==> config.mk <==
export PLATFORM = sky130hd
export DESIGN_NAME = scan_counter_display
export DESIGN_NICKNAME = d
export VERILOG_FILES = /design/src/rtl/scan_counter_display.sv
export SDC_FILE = /design/constraint.sdc
export NUM_CORES = 1
export LEC_CHECK = 0
export CORE_AREA = 2 2 131 133
export DETAILED_ROUTE_END_ITERATION = 10
export DIE_AREA = 0 0 133 135
export MAX_ROUTING_LAYER = met4
export PLACE_DENSITY = 0.68
export SKIP_CTS_REPAIR_TIMING = 1
export SYNTH_ARGS = -nofsm -noshare
export SYNTH_HDL_FRONTEND = slang
export SYNTH_SLANG_ARGS = --single-unit
==> constraint.sdc <==
create_clock -name clk -period 5.76 [get_ports clk]
set_clock_uncertainty 0.05 [all_clocks]
set_input_delay 0.576 -clock clk [delete_from_list [all_inputs] [get_ports clk]]
set_output_delay 0.576 -clock clk [all_outputs]
set_load 0.005 [all_outputs]
==> src/rtl/scan_counter_display.sv <==
// Purpose: hex/BCD up/down counter with a multiplexed 7-segment display scanner.
// Latency: count and tick change on the edge that ends the prescaler period; anodes/segments follow index/count by 1 cycle.
// Backpressure: none, free-running; run=0 freezes the count prescaler, the display scan never stops.
//
// Ports:
//   clk       rising-edge system clock
//   reset     asynchronous active-low reset
//   clear     synchronous clear of count and count prescaler (highest priority)
//   run       1 = count prescaler advances, 0 = hold
//   dir       1 = count up, 0 = count down
//   mode      0 = hex count, 1 = BCD count; any change clears the count
//   blank_lz  1 = suppress leading zero digits (digit 0 always shown)
//   count     registered count value, one nibble per digit
//   tick      one-cycle pulse in the cycle the count updated
//   segments  {g,f,e,d,c,b,a} active-low, registered
//   anodes    one-hot active-low digit enable, registered
module scan_counter_display #(
    parameter int DIGITS    = 8,
    parameter int COUNT_DIV = 25_000_000,
    parameter int SCAN_DIV  = 12_500
) (
    input  logic                  clk,
    input  logic                  reset,
    input  logic                  clear,
    input  logic                  run,
    input  logic                  dir,
    input  logic                  mode,
    input  logic                  blank_lz,
    output logic [4*DIGITS-1:0]   count,
    output logic                  tick,
    output logic [6:0]            segments,
    output logic [DIGITS-1:0]     anodes
);

    // Counter widths; the max() guards keep every vector at least one bit wide
    // for the degenerate SCAN_DIV=1 and DIGITS=1 cases.
    localparam int CW = $clog2(COUNT_DIV);
    localparam int SW = (SCAN_DIV > 1) ? $clog2(SCAN_DIV) : 1;
    localparam int IW = (DIGITS > 1) ? $clog2(DIGITS) : 1;

    localparam logic [CW-1:0]       COUNT_LAST = CW'(COUNT_DIV - 1);
    localparam logic [SW-1:0]       SCAN_LAST  = SW'(SCAN_DIV - 1);
    localparam logic [IW-1:0]       IDX_LAST   = IW'(DIGITS - 1);
    localparam logic [4*DIGITS-1:0] COUNT_ONE  = (4*DIGITS)'(1);

    // Active-low segment patterns {g,f,e,d,c,b,a}.
    function automatic logic [6:0] seg_decode(input logic [3:0] nib);
        logic [6:0] seg;
        case (nib)
            4'h0: seg = 7'h40;
            4'h1: seg = 7'h79;
            4'h2: seg = 7'h24;
            4'h3: seg = 7'h30;
            4'h4: seg = 7'h19;
            4'h5: seg = 7'h12;
            4'h6: seg = 7'h02;
            4'h7: seg = 7'h78;
            4'h8: seg = 7'h00;
            4'h9: seg = 7'h10;
            4'hA: seg = 7'h08;
            4'hB: seg = 7'h03;
            4'hC: seg = 7'h46;
            4'hD: seg = 7'h21;
            4'hE: seg = 7'h06;
            default: seg = 7'h0E;
        endcase
        return seg;
    endfunction

    // ------------------------------------------------------------------
    // Count path
    // ------------------------------------------------------------------
    logic [CW-1:0]       count_presc;
    logic                mode_q;
    logic                mode_seen;
    logic                mode_chg;
    logic [4*DIGITS-1:0] hex_nxt;
    logic [4*DIGITS-1:0] bcd_nxt;
    logic [4*DIGITS-1:0] count_nxt;
    logic                bcd_carry;
    logic [3:0]          bcd_nib;

    // mode_seen stands in for "registered mode equals the input" while in
    // reset: the first edge after release only captures mode, so a value
    // held through reset is never treated as a change.
    assign mode_chg = mode_seen && (mode_q != mode);

    assign hex_nxt = dir ? (count + COUNT_ONE) : (count - COUNT_ONE);

    // Ripple decimal carry/borrow through the nibbles. Up: a 9 rolls to 0 and
    // carries on. Down: a 0 rolls to 9 and borrows on. All-9s and all-0s wrap
    // naturally because the carry simply falls off the top nibble.
    always_comb begin
        bcd_nxt   = count;
        bcd_carry = 1'b1;
        bcd_nib   = 4'd0;
        for (int i = 0; i < DIGITS; i++) begin
            bcd_nib = count[4*i +: 4];
            if (bcd_carry) begin
                if (dir) begin
                    if (bcd_nib >= 4'd9) begin
                        bcd_nxt[4*i +: 4] = 4'd0;
                    end else begin
                        bcd_nxt[4*i +: 4] = bcd_nib + 4'd1;
                        bcd_carry         = 1'b0;
                    end
                end else begin
                    if (bcd_nib == 4'd0) begin
                        bcd_nxt[4*i +: 4] = 4'd9;
                    end else begin
                        bcd_nxt[4*i +: 4] = bcd_nib - 4'd1;
                        bcd_carry         = 1'b0;
                    end
                end
            end
        end
    end

    // On a tick cycle mode_q equals mode, otherwise mode_chg would have won.
    assign count_nxt = mode_q ? bcd_nxt : hex_nxt;

    always_ff @(posedge clk or negedge reset) begin
        if (!reset) begin
            count       <= '0;
            tick        <= 1'b0;
            count_presc <= '0;
            mode_q      <= 1'b0;
            mode_seen   <= 1'b0;
        end else begin
            mode_q    <= mode;
            mode_seen <= 1'b1;
            tick      <= 1'b0;
            if (clear || mode_chg) begin
                count       <= '0;
                count_presc <= '0;
            end else if (run) begin
                if (count_presc == COUNT_LAST) begin
                    count_presc <= '0;
                    tick        <= 1'b1;
                    count       <= count_nxt;
                end else begin
                    count_presc <= count_presc + CW'(1);
                end
            end
        end
    end

    // ------------------------------------------------------------------
    // Display scan path
    // ------------------------------------------------------------------
    logic [SW-1:0]     scan_presc;
    logic [IW-1:0]     idx;
    logic [IW-1:0]     msd;
    logic [3:0]        cur_nib;
    logic              digit_on;
    logic [DIGITS-1:0] anodes_nxt;

    // Position of the most significant nonzero nibble; 0 when count is zero
    // so digit 0 always stays lit under leading-zero blanking.
    always_comb begin
        msd = '0;
        for (int i = 0; i < DIGITS; i++) begin
            if (count[4*i +: 4] != 4'd0) begin
                msd = IW'(i);
            end
        end
    end

    always_comb begin
        cur_nib = 4'd0;
        for (int i = 0; i < DIGITS; i++) begin
            if (idx == IW'(i)) begin
                cur_nib = count[4*i +: 4];
            end
        end
    end

    assign digit_on = !blank_lz || (idx <= msd);

    always_comb begin
        anodes_nxt = '1;
        for (int i = 0; i < DIGITS; i++) begin
            if (digit_on && (idx == IW'(i))) begin
                anodes_nxt[i] = 1'b0;
            end
        end
    end

    always_ff @(posedge clk or negedge reset) begin
        if (!reset) begin
            scan_presc <= '0;
            idx        <= '0;
            anodes     <= '1;
            segments   <= 7'h7F;
        end else begin
            anodes   <= anodes_nxt;
            segments <= seg_decode(cur_nib);
            if (scan_presc == SCAN_LAST) begin
                scan_presc <= '0;
                idx        <= (idx == IDX_LAST) ? '0 : idx + IW'(1);
            end else begin
                scan_presc <= scan_presc + SW'(1);
            end
        end
    end

endmodule

==> flow_metrics.tcl <==
set metrics [dict create \
    crit_type "flip-flop to flip-flop" \
    cts_tree "done" \
    antenna_found_initial 0 \
    fp-row-count 47 \
    cp_max_fo 10 \
    total_power_mw 1.50 \
    synth_flop_cell "dfrtp_1" \
    insertion_delay_ns 0.36 \
    via_count 7530 \
    wl_per_cell_um 16.8 \
    clock-sinks 92 \
    routed_via_density 5.99 \
    rsz0062_at_grt "false" \
    synth_warnings 0 \
    overflow 0 \
    finalSetupViolations 0 \
    synth_top_family_by_area "compound AO/OA/AOI/OAI gates" \
    floorplan.die_area_um2 18000 \
    ir_drop_mv 0.138 \
    root_buffer "clkbuf_16" \
    drt_wl_total_mm 21.2 \
    fin_ws_ns 2.40 \
    ys_seq_area_frac 0.289 \
    dp_hpwl_mm 15.6 \
    drive_gt1_frac 0.0617 \
    drc 0 \
    syn_inst 1008 \
    synth_edf_count 0 \
    synth.avg_cell_area_um2 7.96 \
    clock_path_buffers 2 \
    core-area_um2 16400 \
    async_flop_share 1.00 \
    dr.pass1.iters 7 \
    synth_simple_gate_area_share 0.227 \
    final_cell_count_no_fill 1258 \
    synthMuxAreaShare 0.0173 \
    grt_util_all_layers 0.245 \
    setup_tns_ns 0 \
    dr.first_iter.drc_count 507 \
    finalHoldViolCount 0 \
    crit_path_end_kind "flip-flop" \
    syn_to_final_growth_pct 11.6 \
    fin_nets 1110 \
    outcome "finished, final reports clean" \
    r2r.worst_path.cells 12 \
    post_dp_cell_area_um2 8660 \
    final.period_utilization 0.583 \
    io_buffers 54 \
    synth-xor-area-share 0.0557 \
    synthAdderAreaFrac 0.110 \
    yosysTopAreaCellShare 0.240 \
    htreeDepth 3 \
    numCtsBuffers 9 \
    dp_slack_ns 2.14 \
    maxSlewViolCount 0 \
    cp_data_arrival_time_ns 3.56 \
    dpl.cell_count 1242 \
    fillers 1547 \
    n_antenna_cell 0 \
    detail-route-antenna-nets 0 \
    max_stage_delay_ns 0.54 \
    grt_max_degree 75 \
    slew_headroom 0.452 \
    maxCapViolations 0 \
    synth_compound_area_frac 0.252 \
    p_leak_nw 3.74 \
    synth_top_cell_by_area "dfrtp_1" \
    worst_pin_slew_ns 0.821 \
    start_util 0.489 \
    period_minus_slack_ns 3.36 \
    critPathLaunchType "flip-flop" \
    hold_class "primary input to async pin" \
    cp_cell_sequence "inv_1 > ha_1 > or3b_1 > o21ai_0 > a21oi_1 > o21ai_0 > ha_1 > nor2b_1 > o21a_1 > o211ai_1 > and2_1 > nand2_1" \
    syn_nets 1085 \
    p_per_area_nw_per_um2 167 \
    grt_pass1_wl_mm 34.6 \
    synth.distinct_cells 76 \
    pin_count 55 \
    gp_congestion 0.947 \
    final_area_um2 8960 \
    slowest_stage "dfrtp_1" \
    die_width_um 133 \
    fmax_ghz 0.298 \
    yosys-top-cells-area "dfrtp_1 (24%), ha_1 (11%), o21ai_0 (5.4%), nor2_1 (5.3%), dfstp_2 (4.9%)" \
    cts.clk_slew.worst_paths_ns 0.08 \
    grt_pass1_vias 6864 \
    synth_area_um2 8020 \
    cp.required_ns 5.97 \
    chipHeight_um 135 \
    ys_ff_latch 92 \
]
synth_stat cells (5+ instances only):
cell type  instances
nor4_1             8
and3_1            10
dfstp_2           15
nand2_1          104
o211ai_1          22
or2_2              7
a21o_1            16
ha_1              69
nor2_1           113
o21ai_1            5
a31oi_1           15
nand3_1           51
a22o_1            13
o22ai_1           15
xnor2_1           25
inv_1             46
nand4_1           14
nand2b_1          12
nor3_1            20
clkbuf_1          30
nor2b_1            7
o221ai_1           9
mux2i_1            6
a32oi_1            7
o311ai_0           7
o21ai_0           86
xor2_1            26
a21oi_1           65
o31ai_1            8
buf_2              9
dfrtp_1           77
nor3b_1            9
critical path, delay by kind of cell (launching register included):
kind | cells | cell delay, ns
and+or+nand+nor | 4 | 0.75
AOI/OAI and AO/OA | 5 | 1.27
buffers and inverters | 1 | 0.16
adders and majority gates | 2 | 0.49
DFF | 1 | 0.54
worst paths after layout:
kind	from	end	slack (ns)
hold / removal	reset	count[25]$_DFFE_PN0P_	0.09
min in group clk	scan_presc[0]$_DFF_PN0_	scan_presc[0]$_DFF_PN0_	0.43
setup / recovery	count[8]$_DFFE_PN0P_	anodes[0]$_DFF_PN1_	2.40
max in group asynchronous	reset	count[0]$_DFFE_PN0P_	4.39
hold reg to reg	scan_presc[0]$_DFF_PN0_	scan_presc[0]$_DFF_PN0_	0.43
setup reg to reg	count[8]$_DFFE_PN0P_	anodes[0]$_DFF_PN1_	2.40
layout make-up:
type                    count  area, µm²  share of cell area
flip-flops and latches     92       2320               0.259
repair buffers             59        571              0.0637
well taps                 220        275              0.0307
clock inverters             6       53.8             0.00601
clock buffers              10        239              0.0267
multi-input cells         824       5320               0.594
inverters                  47        176              0.0197
through the flow:
step                      hold WS [ns]  utilization
after floorplan                  0.230            -
after global routing             0.116        0.546
after global placement           0.422        0.528
final                           0.0944        0.546
after detailed placement         0.423        0.528
after CTS                       0.0971        0.546
state kept, by name, summed over array words and instances, names as in the netlist:
| name | cells |
|---|---|
| tick | 1 |
| mode_seen | 1 |
| mode_q | 1 |
| segments | 7 |
| count_presc | 25 |
| count | 32 |
| anodes | 8 |
| scan_presc | 14 |
| idx | 3 |
cell usage in the layout, fill, tap and decap left out, drive strengths merged, types with 4 or more instances in the layout:
master           n
a211o            4
a211oi           5
a21o            17
a21oi           66
a221oi           4
a22o            13
a311oi           4
a31oi           15
a32oi            7
and2             5
and3            10
buf              7
clkbuf          10
clkdlybuf4s50   52
dfrtp           77
dfstp           15
ha              69
inv             50
mux2i            6
nand2          104
nand2b          14
nand3           52
nand3b           4
nand4           15
nor2           113
nor2b            7
nor3            20
nor3b            9
nor4             9
o211ai          22
o21a             4
o21ai           91
o21bai           4
o221ai           9
o22ai           16
o311ai           7
o31ai            8
or2              7
xnor2           25
xor2            26
metal layers:
metal  vias to the layer above  routed length (µm)  part of all wire  GRT usage
met5                         -                   0                 0          -
met4                         0                 497             0.023     0.0908
met3                        36                 788             0.037     0.0263
met2                       155                9780              0.46      0.381
met1                      3601               10100              0.48      0.332
li1                       3738                   -                 -          -
power by group:
group	internal [mW]	total, mW	switching, mW
sequential	0.654	0.669	0.0151
clock	0.312	0.592	0.279
combinational	0.0878	0.239	0.151
total	1.05	1.50	0.445
kinds of logic (layout without fill, tap and decap cells):
logic type | after synthesis | after routing
AOI/OAI and AO/OA | 313 | 313
xor gates and xnor gates | 51 | 51
DFF | 92 | 92
muxes | 10 | 10
other | 1 | 1
and+or+nand+nor | 379 | 379
adders and majority gates | 70 | 70
buffers and inverters | 92 | 122
(Power assumes the default switching activity.)
